### src/rtl/rvlab_jtag_seq_pkg.sv
// Shared types and TMS sequence constants for the JTAG master sequencer.
package rvlab_jtag_seq_pkg;

    // Command operations carried on cmd_op_i
    typedef enum logic [1:0] {
        OP_RESET = 2'd0,
        OP_IR    = 2'd1,
        OP_DR    = 2'd2,
        OP_IDLE  = 2'd3
    } jtag_op_e;

    // Sequencer FSM states
    typedef enum logic [2:0] {
        S_READY,
        S_RST,
        S_PRE,
        S_SHIFT,
        S_POST,
        S_IDLECLK,
        S_RSP
    } seq_state_e;

    // TMS patterns are consumed LSB first, one bit per TCK.
    // Reset: 1,1,1,1,1,0 -> Test-Logic-Reset then Run-Test/Idle.
    localparam logic [5:0] RESET_TMS = 6'b011111;
    localparam logic [2:0] RESET_LEN = 3'd6;
    // IR entry from Run-Test/Idle: 1,1,0,0 -> Shift-IR.
    localparam logic [5:0] IR_PRE_TMS = 6'b000011;
    localparam logic [2:0] IR_PRE_LEN = 3'd4;
    // DR entry from Run-Test/Idle: 1,0,0 -> Shift-DR.
    localparam logic [5:0] DR_PRE_TMS = 6'b000001;
    localparam logic [2:0] DR_PRE_LEN = 3'd3;
    // Exit: Exit1 -> Update (TMS 1) -> Run-Test/Idle (TMS 0).
    localparam logic [2:0] POST_LEN = 3'd2;

    // Every op except a TAP reset needs the TAP in a known state
    function automatic logic needs_known_tap(input jtag_op_e op);
        return op != OP_RESET;
    endfunction

endpackage

### src/rtl/rvlab_jtag_tck_gen.sv
// TCK divider: low phase of ClkDiv cycles followed by a high phase of
// ClkDiv cycles. fall_stb marks the edge that starts each low phase
// (including the first one after enable), rise_stb the edge where TCK rises.
module rvlab_jtag_tck_gen #(
    parameter int unsigned ClkDiv = 4
) (
    input  logic clk_i,
    input  logic rst_ni,
    input  logic en,
    output logic tck,
    output logic fall_stb,
    output logic rise_stb
);

    localparam int unsigned CntW = (ClkDiv > 1) ? $clog2(2 * ClkDiv) : 1;
    localparam logic [CntW-1:0] RiseAt = CntW'(ClkDiv);
    localparam logic [CntW-1:0] WrapAt = CntW'(2 * ClkDiv - 1);

    logic [CntW-1:0] cnt;

    assign fall_stb = en && (cnt == '0);
    assign rise_stb = en && (cnt == RiseAt);

    // Phase counter and TCK level; parked low and at phase 0 while disabled
    always_ff @(posedge clk_i or negedge rst_ni) begin
        if (!rst_ni) begin
            cnt <= '0;
            tck <= 1'b0;
        end else if (!en) begin
            cnt <= '0;
            tck <= 1'b0;
        end else begin
            cnt <= (cnt == WrapAt) ? '0 : cnt + 1'b1;
            if (rise_stb) begin
                tck <= 1'b1;
            end else if (fall_stb) begin
                tck <= 1'b0;
            end
        end
    end

endmodule

### src/rtl/rvlab_jtag_seq.sv
// JTAG master sequencer: turns reset / IR / DR / idle commands into
// TCK/TMS/TDI activity and returns captured TDO bits as one response
// per command.
module rvlab_jtag_seq
    import rvlab_jtag_seq_pkg::*;
#(
    parameter int unsigned IrWidth    = 5,
    parameter int unsigned DrMaxWidth = 64,
    parameter int unsigned ClkDiv     = 4,
    parameter int unsigned LenWidth   = $clog2(DrMaxWidth + 1)
) (
    input  logic                  clk_i,
    input  logic                  rst_ni,
    input  logic                  cmd_valid_i,
    output logic                  cmd_ready_o,
    input  logic [1:0]            cmd_op_i,
    input  logic [LenWidth-1:0]   cmd_len_i,
    input  logic [DrMaxWidth-1:0] cmd_data_i,
    output logic                  rsp_valid_o,
    input  logic                  rsp_ready_i,
    output logic [DrMaxWidth-1:0] rsp_data_o,
    output logic                  rsp_err_o,
    output logic                  busy_o,
    output logic                  jtag_tck_o,
    output logic                  jtag_tms_o,
    output logic                  jtag_tdi_o,
    input  logic                  jtag_tdo_i
);

    localparam logic [LenWidth-1:0] MaxLen = LenWidth'(DrMaxWidth);
    localparam logic [LenWidth-1:0] IrLen  = LenWidth'(IrWidth);
    localparam logic [LenWidth-1:0] OneLen = LenWidth'(1);

    seq_state_e             state;
    jtag_op_e               cmd_op;
    logic                   cmd_err;
    logic                   tap_known;
    logic                   err_q;
    logic [5:0]             tms_pat;
    logic [2:0]             seq_cnt;
    logic [2:0]             seq_len;
    logic [LenWidth-1:0]    shift_cnt;
    logic [LenWidth-1:0]    scan_len;
    logic [DrMaxWidth-1:0]  sh_in;
    logic [DrMaxWidth-1:0]  cap;
    logic [DrMaxWidth-1:0]  cap_mask;
    logic                   tck_en;
    logic                   tck;
    logic                   fall_stb;
    logic                   rise_stb;

    assign cmd_op     = jtag_op_e'(cmd_op_i);
    assign tck_en     = (state != S_READY) && (state != S_RSP);
    assign jtag_tck_o = tck;

    rvlab_jtag_tck_gen #(
        .ClkDiv (ClkDiv)
    ) u_tck_gen (
        .clk_i    (clk_i),
        .rst_ni   (rst_ni),
        .en       (tck_en),
        .tck      (tck),
        .fall_stb (fall_stb),
        .rise_stb (rise_stb)
    );

    // Reject commands that would need an unknown TAP or an out-of-range DR length
    always_comb begin
        cmd_err = 1'b0;
        if (needs_known_tap(cmd_op) && !tap_known) begin
            cmd_err = 1'b1;
        end
        if ((cmd_op == OP_DR) && ((cmd_len_i == '0) || (cmd_len_i > MaxLen))) begin
            cmd_err = 1'b1;
        end
    end

    // Command sequencing FSM: TMS/TDI are updated on fall_stb, TDO captured on rise_stb
    always_ff @(posedge clk_i or negedge rst_ni) begin
        if (!rst_ni) begin
            state       <= S_READY;
            tap_known   <= 1'b0;
            err_q       <= 1'b0;
            cmd_ready_o <= 1'b1;
            busy_o      <= 1'b0;
            rsp_valid_o <= 1'b0;
            rsp_err_o   <= 1'b0;
            rsp_data_o  <= '0;
            jtag_tms_o  <= 1'b1;
            jtag_tdi_o  <= 1'b0;
            tms_pat     <= '0;
            seq_cnt     <= '0;
            seq_len     <= '0;
            shift_cnt   <= '0;
            scan_len    <= '0;
            sh_in       <= '0;
            cap         <= '0;
            cap_mask    <= '0;
        end else begin
            case (state)
                S_READY: begin
                    if (cmd_valid_i) begin
                        cmd_ready_o <= 1'b0;
                        busy_o      <= 1'b1;
                        err_q       <= cmd_err;
                        sh_in       <= cmd_data_i;
                        cap         <= '0;
                        cap_mask    <= {{(DrMaxWidth-1){1'b0}}, 1'b1};
                        seq_cnt     <= '0;
                        shift_cnt   <= '0;
                        scan_len    <= cmd_len_i;
                        if (cmd_err) begin
                            state <= S_RSP;
                        end else begin
                            case (cmd_op)
                                OP_RESET: begin
                                    tms_pat <= RESET_TMS;
                                    seq_len <= RESET_LEN;
                                    state   <= S_RST;
                                end
                                OP_IR: begin
                                    tms_pat  <= IR_PRE_TMS;
                                    seq_len  <= IR_PRE_LEN;
                                    scan_len <= IrLen;
                                    state    <= S_PRE;
                                end
                                OP_DR: begin
                                    tms_pat <= DR_PRE_TMS;
                                    seq_len <= DR_PRE_LEN;
                                    state   <= S_PRE;
                                end
                                default: begin
                                    // Zero-length idle answers without any TCK
                                    state <= (cmd_len_i == '0) ? S_RSP : S_IDLECLK;
                                end
                            endcase
                        end
                    end
                end

                S_RST: begin
                    if (fall_stb) begin
                        if (seq_cnt == seq_len) begin
                            tap_known   <= 1'b1;
                            state       <= S_RSP;
                            rsp_valid_o <= 1'b1;
                            rsp_err_o   <= 1'b0;
                            rsp_data_o  <= '0;
                            jtag_tms_o  <= 1'b0;
                        end else begin
                            jtag_tms_o <= tms_pat[0];
                            tms_pat    <= tms_pat >> 1;
                            seq_cnt    <= seq_cnt + 1'b1;
                        end
                    end
                end

                S_PRE: begin
                    if (fall_stb) begin
                        if (seq_cnt == seq_len) begin
                            // Entry done: this low phase already carries shift bit 0
                            state      <= S_SHIFT;
                            jtag_tms_o <= (scan_len == OneLen);
                            jtag_tdi_o <= sh_in[0];
                            sh_in      <= sh_in >> 1;
                            shift_cnt  <= OneLen;
                        end else begin
                            jtag_tms_o <= tms_pat[0];
                            tms_pat    <= tms_pat >> 1;
                            seq_cnt    <= seq_cnt + 1'b1;
                        end
                    end
                end

                S_SHIFT: begin
                    if (rise_stb) begin
                        if (jtag_tdo_i) begin
                            cap <= cap | cap_mask;
                        end
                        cap_mask <= cap_mask << 1;
                    end
                    if (fall_stb) begin
                        if (shift_cnt == scan_len) begin
                            // Last shift TCK already moved the TAP to Exit1
                            state      <= S_POST;
                            jtag_tms_o <= 1'b1;
                            jtag_tdi_o <= 1'b0;
                            seq_cnt    <= 3'd1;
                            seq_len    <= POST_LEN;
                        end else begin
                            jtag_tms_o <= ((shift_cnt + 1'b1) == scan_len);
                            jtag_tdi_o <= sh_in[0];
                            sh_in      <= sh_in >> 1;
                            shift_cnt  <= shift_cnt + 1'b1;
                        end
                    end
                end

                S_POST: begin
                    if (fall_stb) begin
                        if (seq_cnt == seq_len) begin
                            state       <= S_RSP;
                            rsp_valid_o <= 1'b1;
                            rsp_err_o   <= 1'b0;
                            rsp_data_o  <= cap;
                            jtag_tms_o  <= 1'b0;
                        end else begin
                            jtag_tms_o <= 1'b0;
                            seq_cnt    <= seq_cnt + 1'b1;
                        end
                    end
                end

                S_IDLECLK: begin
                    if (fall_stb) begin
                        if (shift_cnt == scan_len) begin
                            state       <= S_RSP;
                            rsp_valid_o <= 1'b1;
                            rsp_err_o   <= 1'b0;
                            rsp_data_o  <= '0;
                        end else begin
                            jtag_tms_o <= 1'b0;
                            shift_cnt  <= shift_cnt + 1'b1;
                        end
                    end
                end

                S_RSP: begin
                    if (!rsp_valid_o) begin
                        // Immediate answer path: error or zero-length idle
                        rsp_valid_o <= 1'b1;
                        rsp_err_o   <= err_q;
                        rsp_data_o  <= '0;
                    end else if (rsp_ready_i) begin
                        rsp_valid_o <= 1'b0;
                        rsp_err_o   <= 1'b0;
                        busy_o      <= 1'b0;
                        cmd_ready_o <= 1'b1;
                        state       <= S_READY;
                    end
                end

                default: begin
                    state <= S_READY;
                end
            endcase
        end
    end

endmodule

### config.mk
export PLATFORM = sky130hd
export DESIGN_NAME = rvlab_jtag_seq
export DESIGN_NICKNAME = d
export VERILOG_FILES = /design/src/rtl/rvlab_jtag_seq_pkg.sv /design/src/rtl/rvlab_jtag_tck_gen.sv /design/src/rtl/rvlab_jtag_seq.sv
export SDC_FILE = /design/constraint.sdc
export NUM_CORES = 1
export LEC_CHECK = 0
export ABC_AREA = 0
export CAP_MARGIN = 15
export CORE_ASPECT_RATIO = 1.75
export CORE_UTILIZATION = 40
export DETAILED_ROUTE_END_ITERATION = 8
export DONT_BUFFER_PORTS = 1
export PLACE_DENSITY = 0.53
export SETUP_SLACK_MARGIN = 0.3
export SYNTH_ARGS = -nofsm -noshare
export SYNTH_HDL_FRONTEND = slang
export SYNTH_HIERARCHICAL = 1
export SYNTH_SLANG_ARGS = --single-unit
### constraint.sdc
create_clock -name clk_i -period 5.96 [get_ports clk_i]
set_input_delay 0.894 -clock clk_i [delete_from_list [all_inputs] [get_ports clk_i]]
set_output_delay 0.894 -clock clk_i [all_outputs]
set_load 0.005 [all_outputs]
* Yosys cells after proc, flatten, opt, wreduce, memory -nomap -nowiden *
Index checks and enable logic that the tools add are counted.

operators by class
  $add $sub $neg = 3
  $lt $le $gt $ge = 1
  eq/ne operators = 45
  mux-type cells = 104
  bitwise operators = 1
  reductions and logical operators = 44

operators with widths
  cell                                                    number
  2-to-1 mux 64 bit                                       17
  one-hot mux 64 bit (2 select lines)                     2
  one-hot mux 64 bit (4 select lines)                     1
  one-hot mux 64 bit (3 select lines)                     1
  2-to-1 mux 3 bit                                        23
  OR 64 bit                                               1
  2-to-1 mux 7 bit                                        7
  inequality test 2 bit (second input constant)           22
  AND reduction 6 bit                                     6
  2-to-1 mux 1 bit                                        34
  2-to-1 mux 6 bit                                        4
  one-hot mux 7 bit (3 select lines)                      1
  one-hot mux 3 bit (3 select lines)                      2
  one-hot mux 3 bit (6 select lines)                      1
  one-hot mux 6 bit (3 select lines)                      1
  equality test 3 bit (second input constant)             5
  nonzero test 3 bit                                      5
  equality test 7 bit                                     2
  one-hot mux 3 bit (2 select lines)                      2
  one-hot mux 6 bit (2 select lines)                      1
  AND reduction 4 bit                                     3
  AND reduction 11 bit                                    1
  inequality test 2 x 1 -> 1 bit (second input constant)  5
  nonzero test 2 bit                                      5
  other kinds (30)                                        46

word-level totals
  flip-flop bits (word level) = 297
  bits of input ports = 78
  output and inout bits = 71
  logic and storage cells = 218

* Depth between registers and ports, before layout *
Gate-level depths: netlist (run 1).

  word-level depth = 7
  gate-level depth with buffers = 13
  depth with buffers taken out = 10

* Modules after synthesis *
The synthesis (run 1) kept the hierarchy.

by module, submodules not included
  module              instances  cells each  area an instance (µm²)
  rvlab_jtag_seq      1          1350        13319.0
  rvlab_jtag_tck_gen  1          17          196.4

* Worst setup path after synthesis (run 1) *
OpenSTA, ideal clock, no wires.

  path kind = reg-to-reg
  start point = reg state[1]
  end point = reg shift_cnt[0]
  setup time = 0.124 ns
  arrival = 2.410 ns
  data required time = 5.836 ns
  setup slack = 3.426 ns
  stages on the path, launching flop included = 13
  path buffers = 2
  cell sequence = dfrtp_1 > buf_2 > xor2_1 > nand2b_1 > nand2_1 > nor2_1 > clkbuf_1 > nor2b_1 > nand3_1 > a21oi_1 > nor4b_1 > a41o_1 > a211o_1

on the way
  longest elaborated chain between the ends = 5

ends and longest elaborated chain
  what                                                                                             RTL line                  RTL
  start, declared                                                                                  rvlab_jtag_seq.sv:34      seq_state_e state;
  start signal, assigned                                                                           rvlab_jtag_seq.sv:134     state <= (cmd_len_i == '0) ? S_RSP : S_IDLECLK;
  inequality test 3 bit / nonzero test 3 bit (equally long branches)                               rvlab_jtag_seq.sv:53      assign tck_en = (state != S_READY) && (state != S_RSP);
  logical AND 1 bit (*)                                                                            rvlab_jtag_seq.sv:53
  via tck_en                                                                                       rvlab_jtag_seq.sv:47      logic tck_en;
  logical AND 1 bit (*)                                                                            rvlab_jtag_tck_gen.sv:21  assign fall_stb = en && (cnt == '0);
  via fall_stb                                                                                     rvlab_jtag_seq.sv:49      logic fall_stb;
  inequality test 2 x 1 -> 1 bit (no source line) / inequality test 2 bit (equally long branches)  -
  AND reduction 6 bit (no source line) (*)                                                         -
  end signal, assigned                                                                             rvlab_jtag_seq.sv:166     shift_cnt <= OneLen;
  end signal, assigned                                                                             rvlab_jtag_seq.sv:194     shift_cnt <= shift_cnt + 1'b1;
  end signal, assigned                                                                             rvlab_jtag_seq.sv:223     shift_cnt <= shift_cnt + 1'b1;
  end, declared                                                                                    rvlab_jtag_seq.sv:42      logic [LenWidth-1:0] shift_cnt;

Mark *: on every way through the listed nets, which the timed path passes. The rest lies on a longest branch.
A chain may end at the register's enable or synchronous reset.

* Final worst setup path (run 1) *
  start point = reg state[1]
  end point = reg rsp_data_o[46]

on the way
  longest elaborated chain between the ends = 5

ends and longest elaborated chain
  what                                                                RTL line                  RTL
  inequality test 3 bit / nonzero test 3 bit (equally long branches)  rvlab_jtag_seq.sv:53
  logical AND 1 bit (*)                                               rvlab_jtag_seq.sv:53
  via tck_en                                                          rvlab_jtag_seq.sv:47
  logical AND 1 bit (*)                                               rvlab_jtag_tck_gen.sv:21
  via fall_stb                                                        rvlab_jtag_seq.sv:49
  inequality test 2 bit (no source line)                              -
  AND reduction 8 bit (no source line) (*)                            -
  end signal, assigned                                                rvlab_jtag_seq.sv:205     rsp_data_o <= cap;
  end, declared                                                       rvlab_jtag_seq.sv:21      output logic [DrMaxWidth-1:0] rsp_data_o,

Marked as above.

==> results_dict.tcl, run 1 <==
set metrics [dict create \
    powerDensity_nw_per_um2 480 \
    die_x_um 141 \
    port_buffers 0 \
    htree_levels 1 \
    r2r_end "rsp_data_o[46]" \
    root_buffer "clkbuf_16" \
    dpl_cell_area_um2 13700 \
    cts_setup_buffers 0 \
    ys_types 74 \
    track_usage_pct 18.4 \
    grt_pass1_wl_mm 51.1 \
    ys_ff_latch 296 \
    synth.area.top_cells "dfrtp_1, nand2_1, o21ai_0" \
    syn_avg_cell_area_um2 9.89 \
    p_leak_nw 6.19 \
    dr.pass1.iters 5 \
    yosys_warnings 6 \
    initial_utilization_pct 40.8 \
    clock_latency_ps 570 \
    cap_violations 0 \
    hold_viol 0 \
    yosysSeqAreaShare_pct 54.8 \
    syn_nets 1457 \
    vias_per_cell 5.25 \
    rr_startpoint "state[1]" \
    setup.worst_path.start "state[1]" \
    synth_top_cell_area_share_pct 54.4 \
    wl_met1_mm 12.5 \
    setup_slack_ps 2420 \
    pre_cts_slack_ps 2400 \
    vias 9390 \
    syn_inst 1367 \
    cts_tree "yes" \
    syn-cell-area_um2 13500 \
    rsz0062_at_grt "no" \
    setup_violations 0 \
    ant_nets 0 \
    drt_wl_total_mm 31.1 \
    status "finished clean" \
    worstSetupStartpointType "register" \
    fmax_mhz 282 \
    crit_arrival_ps 3930 \
    routedWlPerCell_um 17.4 \
    dp_hpwl_mm 19.5 \
    r2r_slack_ps 2420 \
    hp-class "in -> async" \
    min_period_over_period_pct 59.5 \
    gp_congestion 0.880 \
    timing.hold.ws_ps 35.8 \
    ys.flop_type "dfrtp_1" \
    cts_sinks 296 \
    dp.cells 1736 \
    drive_above_1_share_pct 14.6 \
    clkTransAtPathRegs_ps 60 \
    highest_layer "met4" \
    critical_path_class "reg -> reg" \
    drt_iter0_drc 407 \
    syn2layout_area_growth_pct 8.90 \
    r2r_cells 9 \
    nets 1407 \
    synthArstFlopShare_pct 100 \
    ir_worst_vdd_uv 273 \
    drc 0 \
    tns_ps 0 \
    path_max_fanout 114 \
    cts_max_path_buffers 3 \
    synth_area_leader_cell "dfrtp_1" \
    dieArea_um2 34600 \
    design_area_um2 14700 \
    grt_max_degree 297 \
    synth_edf_count 0 \
    worst_slew_pin_slew_ps 1010 \
    stdcell_count 1789 \
    die_y_um 245 \
    num_io_pins 149 \
    met3_length_mm 1.69 \
    grt_pass1_vias 9736 \
    post_cts_resize_count 0 \
    cts_buffers 29 \
    cp_data_required_time_ps 6340 \
    rows 88 \
    fin_crit_ps 3540 \
    finClkSkew_ps 23.8 \
    ctsHoldBuffers 0 \
    grt_overflow 0 \
    p_total_mw 7.07 \
    drv_slew 0 \
    cp-end-kind "register" \
    antenna_found_initial 0 \
    antenna_cells 0 \
    core_area_um2 33100 \
    relSlewSlack_pct 32.8 \
    post-route-util_pct 44.4 \
    wl_met2_mm 15.9 \
]
[critical path: stages, from the launching register on]
cell	delay, ps
dfrtp_1	980
xor2_1	230
nand2b_1	270
nand2_1	90
nor2_1	40
buf_4	200
nor2b_1	190
o21ai_4	230
buf_4	780
o21ai_0	230
[routing by layer]
metal,vias up,track usage (%)
li1,4577,-
met4,0,7.32
met3,65,3.61
met1,4549,21.0
met5,-,0
met2,199,33.4
[cells in the final DEF (no fill, tap or decap), types with 10 or more instances in the layout]
cell type	Yosys	final
dfrtp_1	294	294
inv_1	20	20
nor3_1	10	10
buf_4	4	12
o21ai_0	144	144
nand3_1	76	76
nand2_1	227	227
clkbuf_16	0	29
mux2i_1	67	67
nor2_2	51	51
ha_1	12	11
nor2_1	104	102
a21oi_1	83	83
a21oi_2	57	56
[cell families (layout without fill, tap and decap cells)]
logic type                 count (synthesis)  count (layout)  share of synthesized area [%]
and+or+nand+nor                          510             510                           17.1
AOI/OAI and AO/OA                        346             346                           15.8
DFF                                      296             296                           54.8
buffers and inverters                    115              87                           4.69
muxes                                     69              69                           5.13
xor gates and xnor gates                  19              19                           1.29
adders and majority gates                 12              12                           1.11
[cells in the mapped netlist (all sizes together), types with 6 or more instances]
library cell and count:
dfrtp 294, nand2 228, nor2 155, o21ai 152, a21oi 140, nand3 76, mux2i 67, buf 48
clkbuf 47, inv 20, nor3 14, ha 12, xor2 10, xnor2 9, o31ai 7, a22o 6
[layout make-up]
class,instances,area [µm²]
sequential,296,7410
clock buffer,38,830
clock inverter,15,186
tap,450,563
timing repair buffer,14,130
inverter,20,75.1
fill,3216,18400
multi-input combinational,956,5520
[report_power, final]
part           switching (mW)  internal [mW]
Sequential              0.292           2.36
Combinational            1.58          0.884
Clock                   0.800           1.15
[worst max-delay path by stage]
stage | end | slack, ps | cells past startpoint
floorplan | shift_cnt[0] | 3430 | 12
global placement | rsp_data_o[56] | 2520 | 9
detailed placement | rsp_data_o[49] | 2400 | 9
CTS | rsp_data_o[46] | 2400 | 9
global route | rsp_data_o[50] | 2110 | 9
finish | rsp_data_o[46] | 2420 | 9
[state kept, by name, summed over array words and instances, names as in the netlist, 3 cells and up]
| register | flops |
|---|---|
| rsp_data_o | 64 |
| shift_cnt | 7 |
| state | 3 |
| seq_len | 3 |
| cap | 64 |
| u_tck_gen/cnt | 3 |
| seq_cnt | 3 |
| scan_len | 7 |
| cap_mask | 64 |
| sh_in | 64 |
| tms_pat | 5 |
Note: power is estimated with default switching activity, not from simulation.
==> run 2, diff against run 1 <==
Clock period 5.96 ns to 3.3 ns, I/O delays scaled along.
==> run 2 against run 1 <==
Effect of this change: the run now ends with negative hold slack left; non-clock buffer count rose by 13; clock-buffer cell count rose by 1; flip-flop and latch count did not move; power rose by 84%; sequential share of layout area fell by 0.61 points; core utilization rose by 0.54 points; combinational power rose by 89%; highest routed layer unchanged; final cell count rose by 0.73%; register-to-register slack got worse by 1800 ps; setup slack got worse by 1800 ps; critical path depth rose by 2; clock power rose by 87%.
==> results_dict.tcl, run 2 (synthesized netlist as in run 1, its figures left out) <==
set metrics [dict create \
    critPathBufInv 1 \
    r2r_cells 11 \
    drv_slew 0 \
    dp_hpwl_mm 20.0 \
    grt_overflow 0 \
    critPathTopFamily "simple AND/OR/NAND/NOR gates" \
    htree_levels 1 \
    layout_commonest_cell "dfrtp_1" \
    vias_per_cell 5.22 \
    path_max_fanout 17 \
    p_total_mw 13.0 \
    track_usage_pct 18.3 \
    cp_cell_sequence "xor2_1, nand2b_1, nand2_1, nor2_1, buf_4, nor2b_1, nand3_1, a21oi_1, nor4b_1, a41o_1, a211o_1" \
    switching_share_pct 37.0 \
    r2r_end "shift_cnt[0]" \
    setup_slack_ps 662 \
    rsz0062_at_grt "no" \
    pre_cts_slack_ps 701 \
    syn2layout_area_growth_pct 10.2 \
    switchingPower_mw 4.81 \
    cts_tree "yes" \
    critical_path_class "reg -> reg" \
    combPwrFrac_pct 35.8 \
    grt_pass1_wl_mm 51.1 \
    clkTransAtPathRegs_ps 70 \
    violations "negative hold slack" \
    fmax_mhz 379 \
    clock_latency_ps 560 \
    busiest_layer "met2" \
    die_x_um 141 \
    drc 0 \
    drt_iter0_drc 405 \
    ir_worst_vdd_uv 385 \
    routedWlPerCell_um 17.2 \
    relSlewSlack_pct 49.4 \
    p_leak_nw 6.29 \
    min_period_over_period_pct 79.9 \
    setup_violations 0 \
    timing.hold.ws_ps -356 \
    cts_sinks 296 \
    worst_slew_pin_slew_ps 758 \
    p_int_mw 8.18 \
    hold_viol 294 \
    status "finished, violations left" \
    met3_usage_pct 3.00 \
    root_buffer "clkbuf_16" \
    antenna_found_initial 0 \
    drt_wl_total_mm 30.9 \
    nFillCells 3200 \
    grtUsageMet2_pct 33.4 \
    grt_pass1_vias 9727 \
    crit_arrival_ps 3080 \
    tns_ps 0 \
    grtUsageMet1_pct 21.2 \
    cpMaxStageDelayCell "dfrtp_1" \
    hp-class "in -> async" \
    p_clk_share_pct 28.0 \
    register_area_um2 7410 \
    worstSetupStartpointType "register" \
    initial_utilization_pct 40.8 \
    finClkSkew_ps 23.7 \
    core_area_um2 33100 \
    r2r_slack_ps 660 \
    cts_max_path_buffers 3 \
    dieArea_um2 34600 \
    antenna_cells 0 \
    gp_congestion 0.846 \
    multi_input_comb_area_um2 5520 \
    setup.worst_path.start "state[1]" \
    rr_startpoint "state[1]" \
    cp-end-kind "register" \
    post_cts_resize_count 0 \
    vias 9404 \
    cts_buffers 29 \
    critPathMaxStageDelay_ps 390 \
    powerDensity_nw_per_um2 872 \
    cap_violations 0 \
    port_buffers 0 \
    nets 1420 \
    layout_common_cells "dfrtp_1, nand2_1, o21ai_0, nor2_1, a21oi_1" \
    num_io_pins 149 \
    rows 88 \
    dpl_cell_area_um2 13800 \
    design_area_um2 14900 \
    cp_data_required_time_ps 3740 \
    grt_max_degree 297 \
    seq_power_share_pct 36.2 \
    fin_crit_ps 2640 \
    dr.pass1.iters 4 \
    drive_above_1_share_pct 15.2 \
    ant_nets 0 \
    die_y_um 245 \
]
==> run 2: repair_timing <==
item | CTS | global route
setup endpoints to repair | 0 | 0
setup buffers | 0 | 0
endpoints found under the hold margin | 296 | 296
==> run 2: through the flow <==
| step | std cells | hold slack (ps) | util [%] |
|---|---|---|---|
| 2_1_floorplan | 1367 | 199 | - |
| 5_1_grt | 1802 | -391 | 45.0 |
| 3_3_place_gp | 1749 | 205 | 41.8 |
| 3_5_place_dp | 1749 | 208 | 41.8 |
| 4_1_cts | 1802 | -391 | 45.0 |
| 6_report | 1802 | -356 | 45.0 |
==> run 2: power by group through the flow <==
| stage | Combinational, mW | Sequential [mW] | Clock, mW |
|---|---|---|---|
| floorplan | 4.08 | 4.66 | 0 |
| global placement | 4.63 | 4.77 | 0 |
| detailed placement | 4.70 | 4.78 | 0 |
| CTS | 4.71 | 4.71 | 3.75 |
| global route | 5.16 | 4.79 | 3.87 |
| finish | 4.65 | 4.71 | 3.64 |
==> run 2: per-layer routing <==
layer / up-vias / part of all wire [%]
met5: - / 0
met4: 0 / 3.6
met3: 65 / 4.7
met2: 180 / 50
met1: 4560 / 41
li1: 4599 / -
==> run 2: how the worst max path moves through the flow <==
stage | slack, ps | to | cells past startpoint
after CTS | 690 | shift_cnt[0] | 11
after detailed placement | 700 | shift_cnt[0] | 11
after floorplan | 770 | shift_cnt[0] | 12
after global placement | 760 | tms_pat[4] | 6
final | 660 | shift_cnt[0] | 11
after global routing | 480 | seq_cnt[0] | 11
==> run 2: worst reg2reg max path, cell delays in order (launching register included) <==
cell	delay, ps
dfrtp_1	390
xor2_1	280
nand2b_1	220
nand2_1	70
nor2_1	80
buf_4	220
nor2b_1	320
nand3_1	110
a21oi_1	230
nor4b_1	90
a41o_1	240
a211o_1	260
==> run 2: cell type report <==
| cell class | instances | area share, % |
|---|---|---|
| multi-input combinational | 956 | 37.1 |
| clock inverter | 14 | 1.51 |
| tap | 450 | 3.78 |
| timing repair buffer | 27 | 1.86 |
| inverter | 20 | 0.504 |
| clock buffer | 39 | 5.53 |
| sequential | 296 | 49.7 |
